$ cat src/rtl/prc_frame_copy.sv
`default_nettype none
// ============================================================================
// prc_frame_copy : bus-mastering copy of the 96x64 framebuffer into the LCD.
// Optional PRC_FRAME_COPY_INVERT_EN adds an invert input.         Rev 1.0
// ============================================================================
module prc_frame_copy #(
    parameter logic [23:0] FB_BASE       = 24'h001000,
    parameter logic [23:0] LCD_CMD_ADDR  = 24'h0020FE,
    parameter logic [23:0] LCD_DATA_ADDR = 24'h0020FF,
    parameter int          PAGES         = 8,
    parameter int          COLS          = 96
) (
    input  logic        clk,
    input  logic        reset_n,
    input  logic        start,
    input  logic        bus_ack,
    input  logic [7:0]  bus_data_in,
`ifdef PRC_FRAME_COPY_INVERT_EN
    input  logic        invert,
`endif
    output logic        bus_request,
    output logic [23:0] bus_address_out,
    output logic [7:0]  bus_data_out,
    output logic        read,
    output logic        write,
    output logic        busy,
    output logic        done
);

    localparam int PW = (PAGES > 1) ? $clog2(PAGES) : 1;
    localparam int CW = (COLS > 1) ? $clog2(COLS) : 1;
    localparam logic [PW-1:0] LAST_PAGE = PW'(PAGES - 1);
    localparam logic [CW-1:0] LAST_COL  = CW'(COLS - 1);

    typedef enum logic [2:0] {
        IDLE     = 3'd0,
        REQ      = 3'd1,
        CMD_PAGE = 3'd2,
        CMD_COLH = 3'd3,
        CMD_COLL = 3'd4,
        RD       = 3'd5,
        WR       = 3'd6,
        DONE     = 3'd7
    } state_t;

    state_t        state_q, state_d;
    logic [PW-1:0] page_q, page_d;
    logic [CW-1:0] col_q, col_d;
    logic          phase_q, phase_d;
    logic          active_q, active_d;
    logic          bus_request_q, bus_request_d;
    logic          busy_q, busy_d;
    logic          done_q, done_d;
    logic          read_q, read_d;
    logic          write_q, write_d;
    logic [23:0]   addr_q, addr_d;
    logic [7:0]    dout_q, dout_d;
    logic [7:0]    data_mask;

    // Access to drive onto the bus in the next cycle
    logic          present;
    state_t        pres_state;
    logic [PW-1:0] pres_page;
    logic [CW-1:0] pres_col;
    logic          pres_phase;

`ifdef PRC_FRAME_COPY_INVERT_EN
    logic inv_q, inv_d;
    assign data_mask = {8{inv_q}};
`else
    assign data_mask = 8'h00;
`endif

    always_comb begin
        state_d       = state_q;
        page_d        = page_q;
        col_d         = col_q;
        phase_d       = phase_q;
        active_d      = active_q;
        bus_request_d = bus_request_q;
        busy_d        = busy_q;
        done_d        = 1'b0;
        read_d        = 1'b0;
        write_d       = 1'b0;
        addr_d        = addr_q;
        dout_d        = dout_q;
        present       = 1'b0;
        pres_state    = state_q;
        pres_page     = page_q;
        pres_col      = col_q;
        pres_phase    = 1'b0;
`ifdef PRC_FRAME_COPY_INVERT_EN
        inv_d         = inv_q;
`endif
        case (state_q)
            IDLE: begin
                if (start) begin
                    state_d       = REQ;
                    busy_d        = 1'b1;
                    bus_request_d = 1'b1;
                    page_d        = '0;
                    col_d         = '0;
`ifdef PRC_FRAME_COPY_INVERT_EN
                    inv_d         = invert;
`endif
                end
            end
            REQ: begin
                if (bus_ack) begin
                    present    = 1'b1;
                    pres_state = CMD_PAGE;
                end
            end
            DONE: state_d = IDLE;
            default: begin
                if (!bus_ack) begin
                    // Bus reclaimed: drop strobes, the access restarts at phase 0
                    active_d = 1'b0;
                    phase_d  = 1'b0;
                end else if (!active_q || !phase_q) begin
                    present    = 1'b1;
                    pres_phase = active_q;
                end else begin
                    present = 1'b1;
                    case (state_q)
                        CMD_PAGE: pres_state = CMD_COLH;
                        CMD_COLH: pres_state = CMD_COLL;
                        CMD_COLL: pres_state = RD;
                        RD: begin
                            pres_state = WR;
                            dout_d     = bus_data_in ^ data_mask;
                        end
                        default: begin
                            if (col_q != LAST_COL) begin
                                pres_state = RD;
                                pres_col   = col_q + 1'b1;
                            end else if (page_q != LAST_PAGE) begin
                                pres_state = CMD_PAGE;
                                pres_page  = page_q + 1'b1;
                                pres_col   = '0;
                            end else begin
                                present       = 1'b0;
                                state_d       = DONE;
                                col_d         = '0;
                                done_d        = 1'b1;
                                busy_d        = 1'b0;
                                bus_request_d = 1'b0;
                                active_d      = 1'b0;
                                phase_d       = 1'b0;
                            end
                        end
                    endcase
                end
            end
        endcase

        if (present) begin
            state_d  = pres_state;
            page_d   = pres_page;
            col_d    = pres_col;
            phase_d  = pres_phase;
            active_d = 1'b1;
            case (pres_state)
                CMD_PAGE: begin
                    addr_d  = LCD_CMD_ADDR;
                    dout_d  = 8'hB0 | 8'(pres_page);
                    write_d = ~pres_phase;
                end
                CMD_COLH: begin
                    addr_d  = LCD_CMD_ADDR;
                    dout_d  = 8'h10;
                    write_d = ~pres_phase;
                end
                CMD_COLL: begin
                    addr_d  = LCD_CMD_ADDR;
                    dout_d  = 8'h00;
                    write_d = ~pres_phase;
                end
                RD: begin
                    addr_d = FB_BASE + 24'(pres_page) * 24'(COLS) + 24'(pres_col);
                    read_d = 1'b1;
                end
                WR: begin
                    addr_d  = LCD_DATA_ADDR;
                    write_d = ~pres_phase;
                end
                default: ;
            endcase
        end
    end

    always_ff @(posedge clk or negedge reset_n) begin
        if (!reset_n) begin
            state_q       <= IDLE;
            page_q        <= '0;
            col_q         <= '0;
            phase_q       <= 1'b0;
            active_q      <= 1'b0;
            bus_request_q <= 1'b0;
            busy_q        <= 1'b0;
            done_q        <= 1'b0;
            read_q        <= 1'b0;
            write_q       <= 1'b0;
            addr_q        <= '0;
            dout_q        <= '0;
`ifdef PRC_FRAME_COPY_INVERT_EN
            inv_q         <= 1'b0;
`endif
        end else begin
            state_q       <= state_d;
            page_q        <= page_d;
            col_q         <= col_d;
            phase_q       <= phase_d;
            active_q      <= active_d;
            bus_request_q <= bus_request_d;
            busy_q        <= busy_d;
            done_q        <= done_d;
            read_q        <= read_d;
            write_q       <= write_d;
            addr_q        <= addr_d;
            dout_q        <= dout_d;
`ifdef PRC_FRAME_COPY_INVERT_EN
            inv_q         <= inv_d;
`endif
        end
    end

    assign bus_request     = bus_request_q;
    assign bus_address_out = addr_q;
    assign bus_data_out    = dout_q;
    assign read            = read_q;
    assign write           = write_q;
    assign busy            = busy_q;
    assign done            = done_q;

endmodule
`default_nettype wire

$ cat config.mk
export PLATFORM = sky130hd
export DESIGN_NAME = prc_frame_copy
export DESIGN_NICKNAME = d
export VERILOG_FILES = /design/src/rtl/prc_frame_copy.sv
export SDC_FILE = /design/constraint.sdc
export NUM_CORES = 1
export LEC_CHECK = 0
export ABC_CLOCK_PERIOD_IN_PS = 3700
export CAP_MARGIN = 20
export CORE_ASPECT_RATIO = 0.75
export CORE_MARGIN = 4
export CORE_UTILIZATION = 43
export CTS_BUF_LIST = sky130_fd_sc_hd__clkbuf_8
export CTS_CLUSTER_SIZE = 14
export DETAILED_ROUTE_END_ITERATION = 8
export HOLD_SLACK_MARGIN = 0.08
export PLACE_DENSITY = 0.67
export SKIP_CTS_REPAIR_TIMING = 1
export SLEW_MARGIN = 20
export SYNTH_ARGS = -nofsm -noshare
export SYNTH_HDL_FRONTEND = slang
export SYNTH_SLANG_ARGS = --single-unit
$ cat constraint.sdc
create_clock -name clk -period 3.7 [get_ports clk]
set_input_delay 0.555 -clock clk [delete_from_list [all_inputs] [get_ports clk]]
set_output_delay 0.555 -clock clk [all_outputs]
set_load 0.01 [all_outputs]
Yosys cells after proc, flatten, opt, wreduce, memory -nomap -nowiden
Cells that the tools add are included.
W data, S select, Z words.
- register bits after elaboration: 51
- logic and storage cells: 150
- bits of input ports: 12
- latch bits: 0
- memories kept: 0
- memory bits (writable): 0
- ROM bits: 0
- output and inout port bits: 37
- div/mod/pow operators: 0
- eq/ne operators: 34
- $mul: 1
- shifts and indexed selects: 0
- $lt $le $gt $ge: 0
- mux-type cells: 76
- bitwise gates (word level): 2
- reduce and logical (&&, ||, !) cells: 22
- $add $sub $neg: 4
- operators by type and width (operator ; number):
    $mux W7 ; 13
    $pmux W24 S3 ; 1
    $mux W3 ; 21
    $mux W8 ; 5
    $mux W1 ; 29
    $pmux W8 S3 ; 1
    $reduce_and A7 Y1 ; 3
    $eq A3 B3 Y1 const B ; 6
    $add A14 B7 Y15 ; 1
    $ne A3 B3 Y1 const B ; 5
    $add A13 B10 Y14 const A ; 1
    $pmux W7 S2 ; 1
    $eq A3 B2 Y1 const B ; 4
    $ne A2 B1 Y1 const B ; 6
    $ne A3 B2 Y1 const B ; 4
    $ne A4 B2 Y1 const B ; 3
    $pmux W3 S4 ; 1
    $pmux W3 S3 ; 1
    $reduce_or A4 Y1 ; 2
    $add A7 B1 Y7 const B ; 1
    $ne A7 B7 Y1 const B ; 1
    $pmux W3 S2 ; 1
    $reduce_bool A2 Y1 ; 3
    $reduce_bool A3 Y1 ; 2
    16 further kinds ; 23

Depth between registers and ports, before layout
Gate-level depths: netlist of the first run.
- depth after elaboration: 11
- gate-level depth with buffers: 12
- depth with buffers taken out: 12

Worst setup path before layout of the first run
No wires, ideal clock.
- path type: in2reg
- start: input port bus_ack
- end: register addr_q[9] (netlist: bus_address_out[9])
- stages: 11
- setup time: 0.095 ns
- data required time: 3.605 ns
- path slack: 0.634 ns
- data arrival time: 2.971 ns
- cells stage by stage: buf_2 and4_4 and2_1 nand3_1 mux2i_1 inv_1 ha_1 inv_1 fa_1 o31a_1 o31ai_1
- longest elaborated chain between the ends: 6
- elaborated cells on any way between the ends: 22
- classes of those cells: add/sub (2); mul (1); eq/ne (5); mux (11); reduce/logical (3)
- ends and longest elaborated chain (item ; RTL line ; source):
    start, declared ; 16 ; input logic bus_ack,
    $mux W3 (on tied branches) ; 116, 109 ;
    $mux W3 / $pmux W3 S2 (equally long branches) ; 95 ; case (state_q)
    $mul A3 B2 Y5 (tied with other cells) ; 180 ; addr_d = FB_BASE + 24'(pres_page) * 24'(COLS) + 24'(pres_col);
    $add A13 B10 Y14 / $reduce_or A3 Y1 (equally long branches) ; n/a ;
    $add A14 B7 Y15 / $reduce_bool A3 Y1 (equally long branches) ; n/a ;
    $pmux W24 S3 / $reduce_and A2 Y1 (equally long branches) ; n/a ;
    end signal, assigned ; 220 ; addr_q <= addr_d;
    end, declared ; 56 ; logic [23:0] addr_q, addr_d;
Several ways; a longest one is shown, not always the timed one. The select of a mux whose other input is x is not followed.
A chain may end at the register's enable or synchronous reset.

Worst setup path after layout of the first run
Ends and elaborated chain as after synthesis.

==> run metrics, run 1 <==
post-DR vias/cell 5.43; H-Tree Depth 2; Setup WS post-layout 632 ps; RD Place Congestion ~0.85; drt wl/cell around 16 um; height of the die 72.9 um; part of the Yosys area used for sequential elements 0.414; number of slew-limit violations in the final report 0; Worst Max-Slew Pin Slew 885 ps; series of cell instances along the critical path clkdlybuf4s50_1, and4_4, and2_1, nand3_1, mux2i_1, inv_1, ha_1, inv_1, fa_1, o31a_1, o31ai_1; kind of capture point of the worst setup path flip-flop; maximum operating frequency between 0.3 and 0.4 GHz; final-report hold violation count 0; grt ovf 0; number of warnings printed during yosys synthesis 0; maximum number of buffers from clock root to sink 2; antenna violations before repair 0; TritonCTS clock tree done; first-pass GRT wire length about 9500 um; antenna cells 0; final worst-path cycle share 0.829; FFs w/ async S/R, synth 1.00; Max stage delay on crit path 470 ps; Distinct cells, synth 56; clock tree root buffer cell clkbuf_8; outcome complete, no violations; number of port buffers 37; number of clock sinks 40; fill cell total of the finished layout about 520; VDD IR max 0.000328 V; area enclosed by the die boundary 6900 sq um; RSZ-0062 raised after global routing no; fraction of the core area covered by cells at the end of the flow 0.541; total wirelength of the detailed-routed design 5650 um; width of the chip roughly 95 um; Mean Syn Cell Area ~9.6 sq um; worst setup timing slack at the placement stage between 300 and 400 ps; post-detailed-route DRC marker count 0; count of mapped cells out of synthesis between 200 and 300; CORE AREA 5380 sq um; clock transition time at the flip-flop clock pins of the worst setup and hold paths approximately 70 ps; CP max-delay cell clkdlybuf4s50_1; data arrival at the endpoint of the critical path 3260 ps; total number of vias 1975; kind of cell adding the most delay to the critical path adder cells; post-layout minimum cycle time around 3000 ps; count of maximum capacitance violations 0; netlist area before placement 2420 sq um; Detailed Route Iter0 Violations 140; CP required 3900 ps; fraction of final layout cells sized beyond drive strength 1 0.0865; cell leakage power 0.00123 uW; final design instance area without fill around 2900 sq um; Critical Path Most Common Cell inv_1; number of top-level pins 49; HPWL after DPL about 4100 um; clock insertion delay at the later pin of the skew report 290 ps; maximum number of pins on one net before global-route repair between 40 and 50; post-place instance area between 2000 and 3000 sq um; setup_tns 0 ps; sort of element at the start of the critical path input port; total power density per cell area 672 nW/um^2; worst slew margin relative to its limit 0.410; maximum fanout along the worst path 6; count of flip-flops with a built-in enable after synthesis 0; area growth from synthesis to layout 20.4%; number of nets in the finished design 310; buffer and inverter count on the worst path 3; Post-synth top flop dfrtp_1; Crit Path Class in -> reg; commonest non-fill, non-tap cell in the layout dfrtp_1; synthesized flop and latch total 40; initial cell density of the core 0.449; most used cells in the layout excluding fill and tap cells dfrtp_1, clkdlybuf4s50_1, nor2_1; vias in the first global route roughly 1900; post-route antenna net violation count 0; classification of the worst-slack hold path in -> async; GR Util All Layers 0.176; setup skew after layout 6.28 ps; cts bufs inserted 5; final setup violation count 0; first drt pass iteration count 4; placement row count 23
-- state kept, by name, summed over array words and instances, names as in the netlist --
register         count
col_q                7
phase_q              1
page_q               3
done                 1
state_q              3
busy                 1
read                 1
active_q             1
write                1
bus_address_out     13
bus_data_out         8
-- area by class of cell --
class	count	area, sq um	share of cell area
repair buffers	43	410	0.141
multi-input cells	190	1280	0.438
flip-flops and latches	40	1000	0.344
clock buffers	7	96.3	0.0331
well taps	75	93.8	0.0322
inverters	9	33.8	0.0116
-- through the flow --
step / power, uW / hold WS, ps / instances
3_3_place_gp: 1640 / 470 / 357
6_report: 1960 / 378 / 364
4_1_cts: 1970 / 419 / 364
3_5_place_dp: 1650 / 471 / 357
2_1_floorplan: 1290 / 259 / 261
5_1_grt: 2120 / 459 / 364
-- layer usage --
layer / wire (um) / track usage / vias up
met3: 474 / 0.0485 / 7
li1: - / - / 964
met4: 50 / 0.0512 / 0
met5: 0 / 0 / -
met2: 2340 / 0.248 / 82
met1: 2780 / 0.263 / 922
-- final timing paths --
kind                                     start             endpoint  slack, ps  cells after the start
setup / recovery                       bus_ack   bus_address_out[9]        630                     11
hold / removal                         reset_n                write        380                      1
setup reg to reg                    state_q[1]   bus_address_out[9]        660                     10
hold reg to reg            bus_address_out[12]  bus_address_out[12]        490                      2
max in group asynchronous              reset_n   bus_address_out[8]       2760                      1
min in group clk           bus_address_out[12]  bus_address_out[12]        490                      2
-- power by group --
group,total [uW],switching [uW],internal [uW],leakage (uW)
sequential,669,103,566,0.000488
combinational,976,534,442,0.000694
clock,312,146,166,0.0000503
total,1960,783,1170,0.00123
-- kinds of logic (layout without fill, tap and decap cells) --
logic type / Yosys count / in the layout / synth area share
simple gates: 87 / 87 / 0.194
compound gates: 66 / 66 / 0.196
flops: 40 / 40 / 0.414
buf+inv: 31 / 59 / 0.0735
mux: 11 / 11 / 0.0466
fa+ha+maj: 10 / 10 / 0.0569
xor+xnor: 5 / 5 / 0.0181
other cells: 1 / 11 / 0.00155
-- synthesized netlist by cell type (all sizes together), types with 2 or more instances --
master | number | area share
nor3 | 5 | 0.014
and4 | 2 | 0.0083
a21o | 3 | 0.0093
nand2 | 20 | 0.031
nor2 | 24 | 0.037
dfrtp | 40 | 0.41
a22o | 7 | 0.025
buf | 20 | 0.056
o211ai | 2 | 0.0062
a22oi | 2 | 0.0062
o22ai | 3 | 0.0078
o21a | 2 | 0.0062
nor3b | 2 | 0.0062
and2 | 4 | 0.010
xnor2 | 4 | 0.014
o21ai | 14 | 0.029
ha | 7 | 0.036
a31oi | 2 | 0.0052
clkbuf | 2 | 0.0031
o22a | 5 | 0.018
and4b | 4 | 0.018
fa | 2 | 0.017
nand4 | 3 | 0.0078
a21oi | 16 | 0.038
nand3 | 12 | 0.030
mux2i | 9 | 0.037
inv | 9 | 0.014
and3 | 5 | 0.013
mux2 | 2 | 0.0093
Power figures use the tool's default switching activity.
==> run 2: changes to the inputs <==
--- a/config.mk
+++ b/config.mk
@@ -5,7 +5,7 @@
 export SDC_FILE = /design/constraint.sdc
 export NUM_CORES = 1
 export LEC_CHECK = 0
-export ABC_CLOCK_PERIOD_IN_PS = 3700
+export ABC_CLOCK_PERIOD_IN_PS = 2800
 export CAP_MARGIN = 20
 export CORE_ASPECT_RATIO = 0.75
 export CORE_MARGIN = 4
@@ -14,7 +14,7 @@
 export CTS_CLUSTER_SIZE = 14
 export DETAILED_ROUTE_END_ITERATION = 8
 export HOLD_SLACK_MARGIN = 0.08
-export PLACE_DENSITY = 0.67
+export PLACE_DENSITY = 0.69
 export SKIP_CTS_REPAIR_TIMING = 1
 export SLEW_MARGIN = 20
 export SYNTH_ARGS = -nofsm -noshare
==> constraint.sdc (replaced) <==
create_clock -name clk -period 2.8 [get_ports clk]
set_input_delay 0.42 -clock clk [delete_from_list [all_inputs] [get_ports clk]]
set_output_delay 0.42 -clock clk [all_outputs]
set_load 0.01 [all_outputs]
==> run 2 against run 1 <==
  * Hold slack worse by 130 ps
  * Flip-flop and latch count stayed put
  * Total power is 36% higher
  * Die area stayed put
==> run metrics, run 2 (synthesized netlist as in run 1, its figures left out) <==
power dissipated by switching net loads 1080 uW (+38%); fraction of final layout cells sized beyond drive strength 1 0.192 (+0.106); fraction of the core area covered by cells at the end of the flow 0.586 (+0.0453); number of clock sinks 40 (unchanged); Non-Filler Instances 387 (+6.3%); maximum number of pins on one net before global-route repair 41 (unchanged); total power after layout 2660 uW (+36%); post-place instance area 2980 sq um (+5.7%); worst setup timing slack at the placement stage -380 ps (-697 ps); CORE AREA 5380 sq um (unchanged); maximum number of buffers from clock root to sink 2 (unchanged); vias in the first global route 2042 (+4.9%); setup skew after layout 6.01 ps (-0.269 ps); first drt pass iteration count 4 (unchanged); area growth from synthesis to layout 30.5%; total wirelength of the detailed-routed design 6110 um (+8.2%); series of cell instances along the critical path ha_4, and3b_2, and2_4, nand3_4, mux2i_4, inv_2, ha_4, inv_2, fa_2, o31a_1, o31ai_1; height of the die 72.9 um (unchanged); internal cell power 1580 uW (+35%); worst flop-to-flop path startpoint col_q[1]; number of slew-limit violations in the final report 0 (unchanged); Detailed Route Iter0 Violations 93 (-34%); antenna cells 0 (unchanged); sort of element at the start of the critical path flip-flop; total number of vias 2095 (+6.1%); drt wl/cell 15.8 um (+1.8%); Crit Path Class reg -> reg; Clk network pwr share 0.136 (-0.023); H-Tree Depth 2 (unchanged); Critical Path Start col_q[1]; width of the chip 94.6 um (unchanged); maximum fanout along the worst path 4 (-2); commonest non-fill, non-tap cell in the layout dfrtp_1; CP required 2980 ps (-920 ps); number of cells after detailed placement 376 (+5.3%); Worst Max-Slew Pin Slew 895 ps (+10.0 ps); placement row count 23 (unchanged); outcome complete, no violations; number of port buffers 37 (unchanged); CP max-delay cell fa_2; GR Util All Layers 0.187 (+0.0108); post-layout minimum cycle time 2780 ps; initial cell density of the core 0.449 (unchanged); switching share of total power 0.406 (+0.00563); Max stage delay on crit path 450 ps (-20 ps); kind of capture point of the worst setup path flip-flop; antenna violations before repair 0 (unchanged); maximum operating frequency between 0.3 and 0.4 GHz; Setup WS post-layout 22.8 ps (-610 ps); classification of the worst-slack hold path in -> async; final setup violation count 0 (unchanged); setup slack of the most critical reg-to-reg path 20 ps (-640 ps); cts bufs inserted 5 (unchanged); cell leakage power 0.00136 uW (+10%); TritonCTS clock tree done; post-route antenna net violation count 0 (unchanged); most used cells in the layout excluding fill and tap cells dfrtp_1, clkdlybuf4s50_1, buf_4; worst slew margin relative to its limit 0.403 (-0.00667); HPWL after DPL 4360 um (+7.1%); first-pass GRT wire length 10200 um (+8.0%); clock tree root buffer cell clkbuf_8; area enclosed by the die boundary 6900 sq um (unchanged); count of maximum capacitance violations 0 (unchanged); max FFs per register 13 (unchanged); post-detailed-route DRC marker count 0 (unchanged); clock insertion delay at the later pin of the skew report 290 ps (about the same); final design instance area without fill 3160 sq um (+8.4%); relative contribution of combinational cells to total power 0.548 (+0.049); VDD IR max 0.000442 V (+35%); RD Place Congestion 0.858 (+0.32%); post-DR vias/cell 5.41 (-0.23%); final worst-path cycle share 0.992; clock transition time at the flip-flop clock pins of the worst setup and hold paths 80 ps (about the same); data arrival at the endpoint of the critical path 2960 ps (-300 ps); number of nets in the finished design 333 (+7.4%); RSZ-0062 raised after global routing yes; grt ovf 0 (unchanged); Reg power frac 0.317 (-0.025); number of top-level pins 49 (unchanged); final-report hold violation count 0 (unchanged); total power density per cell area 844 nW/um^2 (+26%)
==> run 2: worst paths after layout <==
path | endpoint | cells past startpoint
min reg2reg | bus_address_out[10] | 1
min | phase_q | 1
min in group clk | bus_address_out[10] | 1
max | bus_address_out[9] | 11
max reg2reg | bus_address_out[9] | 11
max in group asynchronous | bus_address_out[9] | 1
==> run 2: stage by stage <==
stage | hold slack, ps | setup TNS (ps)
after detailed placement | 478 | -1370
final | 246 | 0
after global routing | 324 | -85.0
after global placement | 466 | -1100
after floorplan | 124 | 0
after CTS | 294 | -206
==> run 2: layout make-up <==
cell class                 instances  area (sq um)
fill                             474          2230
multi-input combinational        190          1370
tap                               75          93.8
clock inverter                     2          8.76
inverter                           9          33.8
timing repair buffer              66           583
clock buffer                       5          68.8
sequential                        40          1000
==> run 2: power groups by stage <==
stage | sequential (uW) | clock [uW] | combinational (uW)
CTS | 844 | 372 | 1440
finish | 843 | 361 | 1460
floorplan | 915 | 0 | 810
global placement | 847 | 0 | 1410
detailed placement | 851 | 0 | 1430
global route | 867 | 398 | 1610
==> run 2: critical path, delay by kind of cell (launching register included) <==
kind | cells | cell delay, ps
adders and majority gates | 3 | 790
AOI/OAI and AO/OA | 2 | 590
buffers and inverters | 2 | 130
and+or+nand+nor | 3 | 480
DFF | 1 | 420
muxes | 1 | 260
==> run 2: per-layer routing <==
metal	wire (um)	share of wire	vias up	GRT usage
met5	0	0	-	0
met4	19	0.0031	0	0.0320
met3	413	0.068	4	0.0433
met2	2720	0.45	68	0.277
met1	2960	0.48	1011	0.282
li1	-	-	1012	-
